[src/rtl/cache_repl_pkg.sv]
// Shared constants and helpers for the cache replacement controller.
package cache_repl_pkg;

    // Replacement policy selectors for the POLICY parameter.
    localparam int unsigned REPL_FIFO   = 0;
    localparam int unsigned REPL_PLRU   = 1;
    localparam int unsigned REPL_RANDOM = 2;

    // Global LFSR for the random policy: x^16+x^14+x^13+x^11+1, shifting toward bit 0.
    // A set bit in LFSR_TAPS marks a register bit that feeds the XOR into bit 15.
    localparam logic [15:0] LFSR_SEED = 16'hACE1;
    localparam logic [15:0] LFSR_TAPS = 16'h002D;

    // Widest supported associativity; narrower way masks are padded with 1s (valid).
    localparam int unsigned MAX_WAYS  = 16;
    localparam int unsigned MAX_WAY_W = 4;

    // Index of the lowest-numbered invalid way, or 0 when every way is valid.
    function automatic logic [MAX_WAY_W-1:0] lowest_invalid_way(input logic [MAX_WAYS-1:0] valid);
        logic [MAX_WAY_W-1:0] way;
        logic                 found;
        way   = '0;
        found = 1'b0;
        for (int unsigned i = 0; i < MAX_WAYS; i++) begin
            if (!valid[i] && !found) begin
                way   = MAX_WAY_W'(i);
                found = 1'b1;
            end
        end
        return way;
    endfunction

endpackage

[src/rtl/cache_replacement_ctrl_plru_tree.sv]
// Tree pseudo-LRU helper: victim walk and touch update for one set's tree.
// Tree bits are heap-ordered: node 0 is the root, children of n are 2n+1 and 2n+2.
module plru_tree_logic #(
    parameter  int unsigned NUM_WAYS = 4,
    localparam int unsigned WAY_W    = $clog2(NUM_WAYS)
) (
    input  logic [NUM_WAYS-2:0] tree,
    input  logic [WAY_W-1:0]    touch_way,
    output logic [WAY_W-1:0]    victim,
    output logic [NUM_WAYS-2:0] next_tree
);

    // Walk from the root: a 0 bit descends into the lower half, a 1 bit into the upper half.
    always_comb begin
        logic [WAY_W-1:0] node;
        logic             dir;
        victim = '0;
        node   = '0;
        for (int unsigned lvl = 0; lvl < WAY_W; lvl++) begin
            dir                    = tree[node];
            victim[WAY_W-1-lvl]    = dir;
            node                   = (node << 1) + WAY_W'(1) + WAY_W'(dir);
        end
    end

    // Every node on the touched way's path is turned to point away from that way.
    always_comb begin
        logic [WAY_W-1:0] node;
        logic             dir;
        next_tree = tree;
        node      = '0;
        for (int unsigned lvl = 0; lvl < WAY_W; lvl++) begin
            dir             = touch_way[WAY_W-1-lvl];
            next_tree[node] = ~dir;
            node            = (node << 1) + WAY_W'(1) + WAY_W'(dir);
        end
    end

endmodule

[src/rtl/cache_replacement_ctrl.sv]
// Victim selection and replacement state for a set-associative cache.
// Lookup returns a victim one cycle later; fills and hits commit state separately.
module cache_replacement_ctrl
    import cache_repl_pkg::*;
#(
    parameter  int unsigned NUM_SETS = 32,
    parameter  int unsigned NUM_WAYS = 4,
    parameter  int unsigned POLICY   = REPL_FIFO,
    localparam int unsigned IDX_W    = $clog2(NUM_SETS),
    localparam int unsigned WAY_W    = $clog2(NUM_WAYS)
) (
    input  logic                clk,
    input  logic                reset,
    input  logic                lookup_valid,
    input  logic [IDX_W-1:0]    lookup_index,
    input  logic [NUM_WAYS-1:0] way_valid,
    output logic                victim_valid,
    output logic [WAY_W-1:0]    victim_way,
    input  logic                fill_valid,
    input  logic [IDX_W-1:0]    fill_index,
    input  logic [WAY_W-1:0]    fill_way,
    input  logic                hit_valid,
    input  logic [IDX_W-1:0]    hit_index,
    input  logic [WAY_W-1:0]    hit_way
);

    if (NUM_WAYS < 2 || NUM_WAYS > MAX_WAYS || (NUM_WAYS & (NUM_WAYS - 1)) != 0) begin : g_bad_ways
        $error("cache_replacement_ctrl: NUM_WAYS must be a power of two in 2..16");
    end

    if (NUM_SETS < 2 || (NUM_SETS & (NUM_SETS - 1)) != 0) begin : g_bad_sets
        $error("cache_replacement_ctrl: NUM_SETS must be a power of two >= 2");
    end

    logic [MAX_WAYS-1:0]  valid_ext;
    logic [MAX_WAY_W-1:0] invalid_way;
    logic [WAY_W-1:0]     policy_victim;
    logic [WAY_W-1:0]     lookup_victim;

    // Invalid ways always win over the policy choice.
    always_comb begin
        valid_ext                 = '1;
        valid_ext[NUM_WAYS-1:0]   = way_valid;
        invalid_way               = lowest_invalid_way(valid_ext);
        lookup_victim             = (&way_valid) ? policy_victim : invalid_way[WAY_W-1:0];
    end

    // Register one result per lookup; victim_valid is a single-cycle pulse.
    always_ff @(posedge clk or posedge reset) begin
        if (reset) begin
            victim_valid <= 1'b0;
            victim_way   <= '0;
        end else begin
            victim_valid <= lookup_valid;
            if (lookup_valid) begin
                victim_way <= lookup_victim;
            end
        end
    end

    if (POLICY == REPL_FIFO) begin : g_fifo
        logic [WAY_W-1:0] fifo_ptr [NUM_SETS];

        // Pointer advances only when the fill lands on the way it names; invalid-slot fills leave it.
        always_ff @(posedge clk or posedge reset) begin
            if (reset) begin
                for (int unsigned s = 0; s < NUM_SETS; s++) begin
                    fifo_ptr[s] <= '0;
                end
            end else if (fill_valid && fill_way == fifo_ptr[fill_index]) begin
                fifo_ptr[fill_index] <= fifo_ptr[fill_index] + WAY_W'(1);
            end
        end

        assign policy_victim = fifo_ptr[lookup_index];

    end else if (POLICY == REPL_PLRU) begin : g_plru
        logic [NUM_WAYS-2:0] plru_tree [NUM_SETS];
        logic [NUM_WAYS-2:0] fill_next;
        logic [NUM_WAYS-2:0] hit_next;
        logic [NUM_WAYS-2:0] unused_lookup_next;
        logic [WAY_W-1:0]    unused_fill_victim;
        logic [WAY_W-1:0]    unused_hit_victim;

        plru_tree_logic #(.NUM_WAYS(NUM_WAYS)) u_lookup_tree (
            .tree      (plru_tree[lookup_index]),
            .touch_way ('0),
            .victim    (policy_victim),
            .next_tree (unused_lookup_next)
        );

        plru_tree_logic #(.NUM_WAYS(NUM_WAYS)) u_fill_tree (
            .tree      (plru_tree[fill_index]),
            .touch_way (fill_way),
            .victim    (unused_fill_victim),
            .next_tree (fill_next)
        );

        plru_tree_logic #(.NUM_WAYS(NUM_WAYS)) u_hit_tree (
            .tree      (plru_tree[hit_index]),
            .touch_way (hit_way),
            .victim    (unused_hit_victim),
            .next_tree (hit_next)
        );

        // Fill and hit both touch their sets; on a same-set collision the fill wins.
        always_ff @(posedge clk or posedge reset) begin
            if (reset) begin
                for (int unsigned s = 0; s < NUM_SETS; s++) begin
                    plru_tree[s] <= '0;
                end
            end else begin
                if (fill_valid) begin
                    plru_tree[fill_index] <= fill_next;
                end
                if (hit_valid && !(fill_valid && hit_index == fill_index)) begin
                    plru_tree[hit_index] <= hit_next;
                end
            end
        end

    end else if (POLICY == REPL_RANDOM) begin : g_random
        logic [15:0] lfsr;

        // Free-running Fibonacci LFSR; a maximal-length sequence from a non-zero seed never hits zero.
        always_ff @(posedge clk or posedge reset) begin
            if (reset) begin
                lfsr <= LFSR_SEED;
            end else begin
                lfsr <= {^(lfsr & LFSR_TAPS), lfsr[15:1]};
            end
        end

        assign policy_victim = lfsr[WAY_W-1:0];

    end else begin : g_bad_policy
        $error("cache_replacement_ctrl: illegal POLICY %0d", POLICY);
        assign policy_victim = '0;
    end

    // Inputs a given policy ignores are gathered here so they are visibly accounted for.
    logic unused_inputs;
    assign unused_inputs = ^{fill_valid, fill_index, fill_way, hit_valid, hit_index, hit_way,
                             lookup_index, invalid_way};

endmodule

[config.mk]
export PLATFORM = sky130hd
export DESIGN_NAME = cache_replacement_ctrl
export DESIGN_NICKNAME = d
export VERILOG_FILES = /design/src/rtl/cache_repl_pkg.sv /design/src/rtl/cache_replacement_ctrl_plru_tree.sv /design/src/rtl/cache_replacement_ctrl.sv
export SDC_FILE = /design/constraint.sdc
export NUM_CORES = 1
export LEC_CHECK = 0
export CAP_MARGIN = 20
export CORE_MARGIN = 2
export CORE_UTILIZATION = 30
export DETAILED_ROUTE_END_ITERATION = 12
export SKIP_CTS_REPAIR_TIMING = 1
export SYNTH_ARGS = -nofsm -noshare
export SYNTH_HDL_FRONTEND = slang
export SYNTH_SLANG_ARGS = --single-unit
[constraint.sdc]
create_clock -name clk -period 2.9 [get_ports clk]
set_clock_uncertainty 0.1 [all_clocks]
set_input_delay 0.435 -clock clk [delete_from_list [all_inputs] [get_ports clk]]
set_output_delay 0.435 -clock clk [all_outputs]
set_load 0.1 [all_outputs]
# Word level (Yosys, flattened, before mapping)
# Index checks and enable logic that the tools add are counted.
dict set report classes {
  add_sub_neg 1
  order_cmp 3
  eq_ne 1
  n_mux 16
  n_bitwise 2
  reduce_logical 11
}
# cell n
set ops {}
lappend ops {{64-bit bitwise mux} 1}
lappend ops {{2-bit binary-select mux with 5-bit select} 2}
lappend ops {{2-bit two-way mux} 8}
lappend ops {{6-bit greater-or-equal comparator (second input constant)} 2}
lappend ops {{5-bit inverter with 6-bit output} 2}
lappend ops {{2-bit demux with 5-bit select} 1}
lappend ops {{6-bit by 1-bit less-than comparator with 1-bit output (second input constant)} 1}
lappend ops {{1-bit logical AND} 5}
lappend ops {{1-bit logical NOT} 5}
lappend ops {{1-bit two-way mux} 4}
lappend ops {{4-bit AND reduction} 1}
lappend ops {{2-bit by 1-bit adder with 2-bit output (second input constant)} 1}
lappend ops {{2-bit equality test} 1}
dict set report word_totals {
  regBits 67
  inputBits 28
  out_inout_bits 3
  word_cells 68
}

# Logic depth before layout (Yosys ltp)
dict set report depth {
  word_depth 10
  mapped_depth 10
  ltp_nobuf 7
}

# Least setup slack after synthesis
# Ideal clock, no wire load.
dict set report synth_timing {
  path_type {input -> register}
  start {input port fill_index[1]}
  end {register g_fifo.fifo_ptr[15] in the netlist's numbering}
  arrival_ns 2.479
  required_ns 2.672
  setup_slack_ns 0.194
  cell_stages 9
  n_path_buf 3
  cell_sequence {buf_6 buf_4 mux2i_1 o32a_1 o2111ai_1 mux2_4 buf_4 nor3_2 mux2_1}
}
dict set report synth_via {
  elab_chain_len 6
  elab_cells_between_ends 13
  cone_classes {1 x add/sub; 2 x order compare; 1 x eq/ne; 6 x mux; 1 x bitwise; 2 x reduce/logical}
}
# item line_no
set synth_rtl {}
lappend synth_rtl {{from (decl)} cache_replacement_ctrl.sv:20} ;# input logic [IDX_W-1:0] fill_index,
lappend synth_rtl {{5-bit inverter with 6-bit output (not written as such) (*)} {cache_replacement_ctrl.sv:70, cache_replacement_ctrl.sv:71}}
lappend synth_rtl {{2-bit binary-select mux with 5-bit select (tied with other cells)} {cache_replacement_ctrl.sv:70, cache_replacement_ctrl.sv:71}}
lappend synth_rtl {{2-bit two-way mux (not written as such) or 1-bit logical AND (tied branches)} {cache_replacement_ctrl.sv:70, cache_replacement_ctrl.sv:71}}
lappend synth_rtl {{2-bit two-way mux (on tied branches)} {cache_replacement_ctrl.sv:70, cache_replacement_ctrl.sv:71}}
lappend synth_rtl {{2-bit by 1-bit adder with 2-bit output (tied with other cells)} cache_replacement_ctrl.sv:71} ;# fifo_ptr[fill_index] <= fifo_ptr[fill_index] + WAY_W'(1);
lappend synth_rtl {{64-bit bitwise mux or 1-bit logical AND (tied branches)} {cache_replacement_ctrl.sv:71, cache_replacement_ctrl.sv:70}}
lappend synth_rtl {{to (signal, indexed assignment)} cache_replacement_ctrl.sv:71}
lappend synth_rtl {{to (decl)} cache_replacement_ctrl.sv:62} ;# logic [WAY_W-1:0] fifo_ptr [NUM_SETS];
# Every way passes the cells marked *; elsewhere a longest branch is shown, timed or not. The select of a mux whose other input is x is not followed.
# A chain may end at the register's enable or synchronous reset.

# Worst setup path after layout
dict set report layout_timing {
  start {input port fill_index[2]}
  end {register g_fifo.fifo_ptr[37] in the netlist's numbering}
}
# The elaborated chain is that of the path after synthesis.

==> run summary <==
Final Max Tran Viols = 0
Status = completed
Critical path, cell by cell = dlymetal6s2s_1 > buf_6 > buf_2 > nand2b_1 > or2_2 > o32a_1 > o2111ai_2 > mux2_4 > buf_12 > nor3_4 > mux2_1
Post-layout utilization of the core = 0.411
# DRC = 0
Worst slew pin tran = 0.450 ns
Clock Tree Buf Depth = 2
Period Utilization, post-route = 0.954
Hold path startpoint = g_fifo.fifo_ptr[59]
Unrepaired setup endpoints after global routing = false
Peak VDD IR = 254 uV
Most frequent cell after synthesis = dfrtp_1
Post-Syn Nets = 377
Initial antenna violation count = 0
Min-delay worst type = reg2reg
Die Ht = 123 um
Hpwl dp = 8120 um
DR vias = 3183
Synth-to-Final Area Change = 33.8%
Total power = 2.80 mW
Antenna viol nets, final = 0
Max Cap Viol = 0
GR Overflow Total = 0
Post-Syn Area = 4270 um2
Max-slew headroom = 0.698
Sequential-to-total area share from yosys stat = 0.393
Clock share of power = 0.353
Total wire length = 11500 um
Overall global routing resource usage = 0.154
DR pass1 iterations = 4
Root buffer cell = clkbuf_16
Crit-path slowest cell = mux2_4
Sequential share of power = 0.402
Area contributors post-synth = dfrtp_1 (39%), mux2_1 (17%), mux4_2 (11%)
Share of Yosys cell area claimed by the top area cell type = 0.393
Num Clock Sinks = 67
Endpoints failing setup = 0
Fmax = 361 MHz
CP arrival = 2.89 ns
PwrDens = 491 nW/um2
Largest net degree at the start of global routing = 37
Clk slew on worst S/H paths = 0.05 ns
Via/cell ratio = 5.39
Drt initial violations = 258
Commonest cells in the netlist = dfrtp_1 (67), mux2_1 (64), nand2_1 (37)
H-tree depth = 3
Worst Path Class, Setup = in2reg
NetSw = 0.844 mW
Number of warning messages in the yosys log = 0
Mean post-synth cell area = 12.2 um2
Row Count = 43
Cell leakage power = 2.59 nW
Initial Utilization = 0.308
Reg-to-Reg Start = g_fifo.fifo_ptr[19]
Vias in the first global route = 3186
Diodes inserted = 0
CP Data Required Time = 3.02 ns
Critical path launch point = fill_index[2]
Final hold vios = 0
Slowest stage delay, CP = 0.41 ns
Nets = 435
Num CTS Buffers = 9
Ys async rst share = 1.00
Synth Flop Type = dfrtp_1
Crit. End Element = flip-flop
Comb pwr share = 0.245
Routability cong. = 0.805
First-pass GRT wire length = 17600 um
Number of synthesized flops with an enable pin = 0
Seq cells post-synth = 67
Routed length per placed instance = 19.5 um
Sw Ratio = 0.301
Largest delay contributor family on the critical path = multiplexers
Buffers added on ports = 22
Std-Cell Core Area = 13900 um2
Die area = 15200 um2
Synth unique cells = 36
Ports = 31
Yosys top cell by area = dfrtp_1
Buf/Inv on CP = 4
Clk_lat worst skew = 0.34 ns
Power Internal = 1.96 mW
FILL cells = 1280
DIE WIDTH = 123 um
TritonCTS clock tree = built
Startpoint types = primary input
Share of cells above drive strength 1 = 0.377
Min cycle time layout = 2.77 ns
CP max FO = 8
Mapped Cells = 349
==> placed cells by master, fill, tap and decap left out, types with 2 or more instances in the layout <==
| master | instances |
|---|---|
| nand2_1 | 37 |
| clkbuf_16 | 11 |
| nand3b_1 | 4 |
| mux4_2 | 20 |
| buf_6 | 4 |
| mux2_1 | 55 |
| o221ai_1 | 2 |
| buf_2 | 3 |
| o32a_1 | 2 |
| or3_4 | 2 |
| buf_4 | 41 |
| inv_1 | 3 |
| or3_1 | 2 |
| or3b_4 | 3 |
| nor2b_1 | 2 |
| nand2b_1 | 3 |
| o32ai_1 | 4 |
| clkdlybuf4s50_1 | 14 |
| clkinv_2 | 3 |
| clkbuf_1 | 2 |
| nand3_1 | 3 |
| buf_12 | 8 |
| mux2i_1 | 34 |
| a22oi_2 | 2 |
| inv_2 | 2 |
| buf_8 | 2 |
| and3_1 | 4 |
| mux2_4 | 10 |
| o21ai_0 | 4 |
| o221ai_2 | 8 |
| dlymetal6s2s_1 | 4 |
| nor3_1 | 4 |
| dfrtp_1 | 67 |
| nor3_4 | 30 |
==> cell type report <==
class | count | area (um2) | area share
multi-input cells | 246 | 2730 | 0.478
clock inverters | 3 | 15.0 | 0.00263
well taps | 180 | 225 | 0.0394
flip-flops and latches | 67 | 1680 | 0.294
inverters | 5 | 18.8 | 0.00329
repair buffers | 78 | 798 | 0.140
clock buffers | 12 | 246 | 0.0432
==> routing by layer <==
| layer | vias up | part of all wire | track usage |
|---|---|---|---|
| met2 | 78 | 0.46 | 0.241 |
| met5 | - | 0 | 0 |
| met3 | 19 | 0.048 | 0.0374 |
| li1 | 1443 | - | - |
| met1 | 1643 | 0.47 | 0.212 |
| met4 | 0 | 0.015 | 0.0462 |
==> per-stage QoR <==
| stage | hold slack, ns | instances | setup WS, ns | setup TNS, ns | instance area [um2] |
|---|---|---|---|---|---|
| 2_1_floorplan | 0.366 | 349 | 0.194 | 0 | 4270 |
| 3_3_place_gp | 0.390 | 562 | -0.567 | -32.75 | 4960 |
| 3_5_place_dp | 0.400 | 562 | -0.633 | -35.63 | 4960 |
| 4_1_cts | 0.409 | 577 | -0.282 | -13.29 | 5220 |
| 5_1_grt | 0.422 | 591 | 0.0566 | 0 | 5710 |
| 6_report | 0.407 | 591 | 0.132 | 0 | 5710 |
==> power by group through the flow <==
stage / clock network [mW] / logic (mW) / registers [mW]
2_1_floorplan: 0 / 0.353 / 1.13
3_3_place_gp: 0 / 0.567 / 1.13
3_5_place_dp: 0 / 0.577 / 1.14
4_1_cts: 1.01 / 0.579 / 1.12
5_1_grt: 1.05 / 0.734 / 1.14
6_report: 0.989 / 0.688 / 1.13
==> path summary, 6_finish.rpt <==
check / end / slack [ns] / cells past startpoint
worst max-delay path: g_fifo.fifo_ptr[37] / 0.13 / 11
worst min-delay path: g_fifo.fifo_ptr[59] / 0.41 / 1
worst max register to register: g_fifo.fifo_ptr[37] / 0.38 / 8
worst min register to register: g_fifo.fifo_ptr[59] / 0.41 / 1
max in group asynchronous: g_fifo.fifo_ptr[23] / 1.92 / 3
min in group asynchronous: g_fifo.fifo_ptr[6] / 0.43 / 3
==> worst reg2reg max path, cell delays in order, from the launching register on <==
cell	delay, ns
dfrtp_1	0.40
mux2i_1	0.21
o221ai_2	0.12
a22oi_2	0.23
o2111ai_2	0.18
mux2_4	0.42
buf_12	0.18
nor3_4	0.22
mux2_1	0.34
==> flip-flops by register name, indices dropped and copies added, names as in the netlist <==
signal           cells
victim_way           2
g_fifo.fifo_ptr     64
victim_valid         1
==> logic make-up after synthesis <==
family	share of synthesized area
AO/OA/AOI/OAI	0.0498
multiplexers	0.358
XOR/XNOR	0.00586
AND/OR/NAND/NOR	0.151
flip-flops	0.393
buffers and inverters	0.0434
Power figures use the tool's default switching activity.
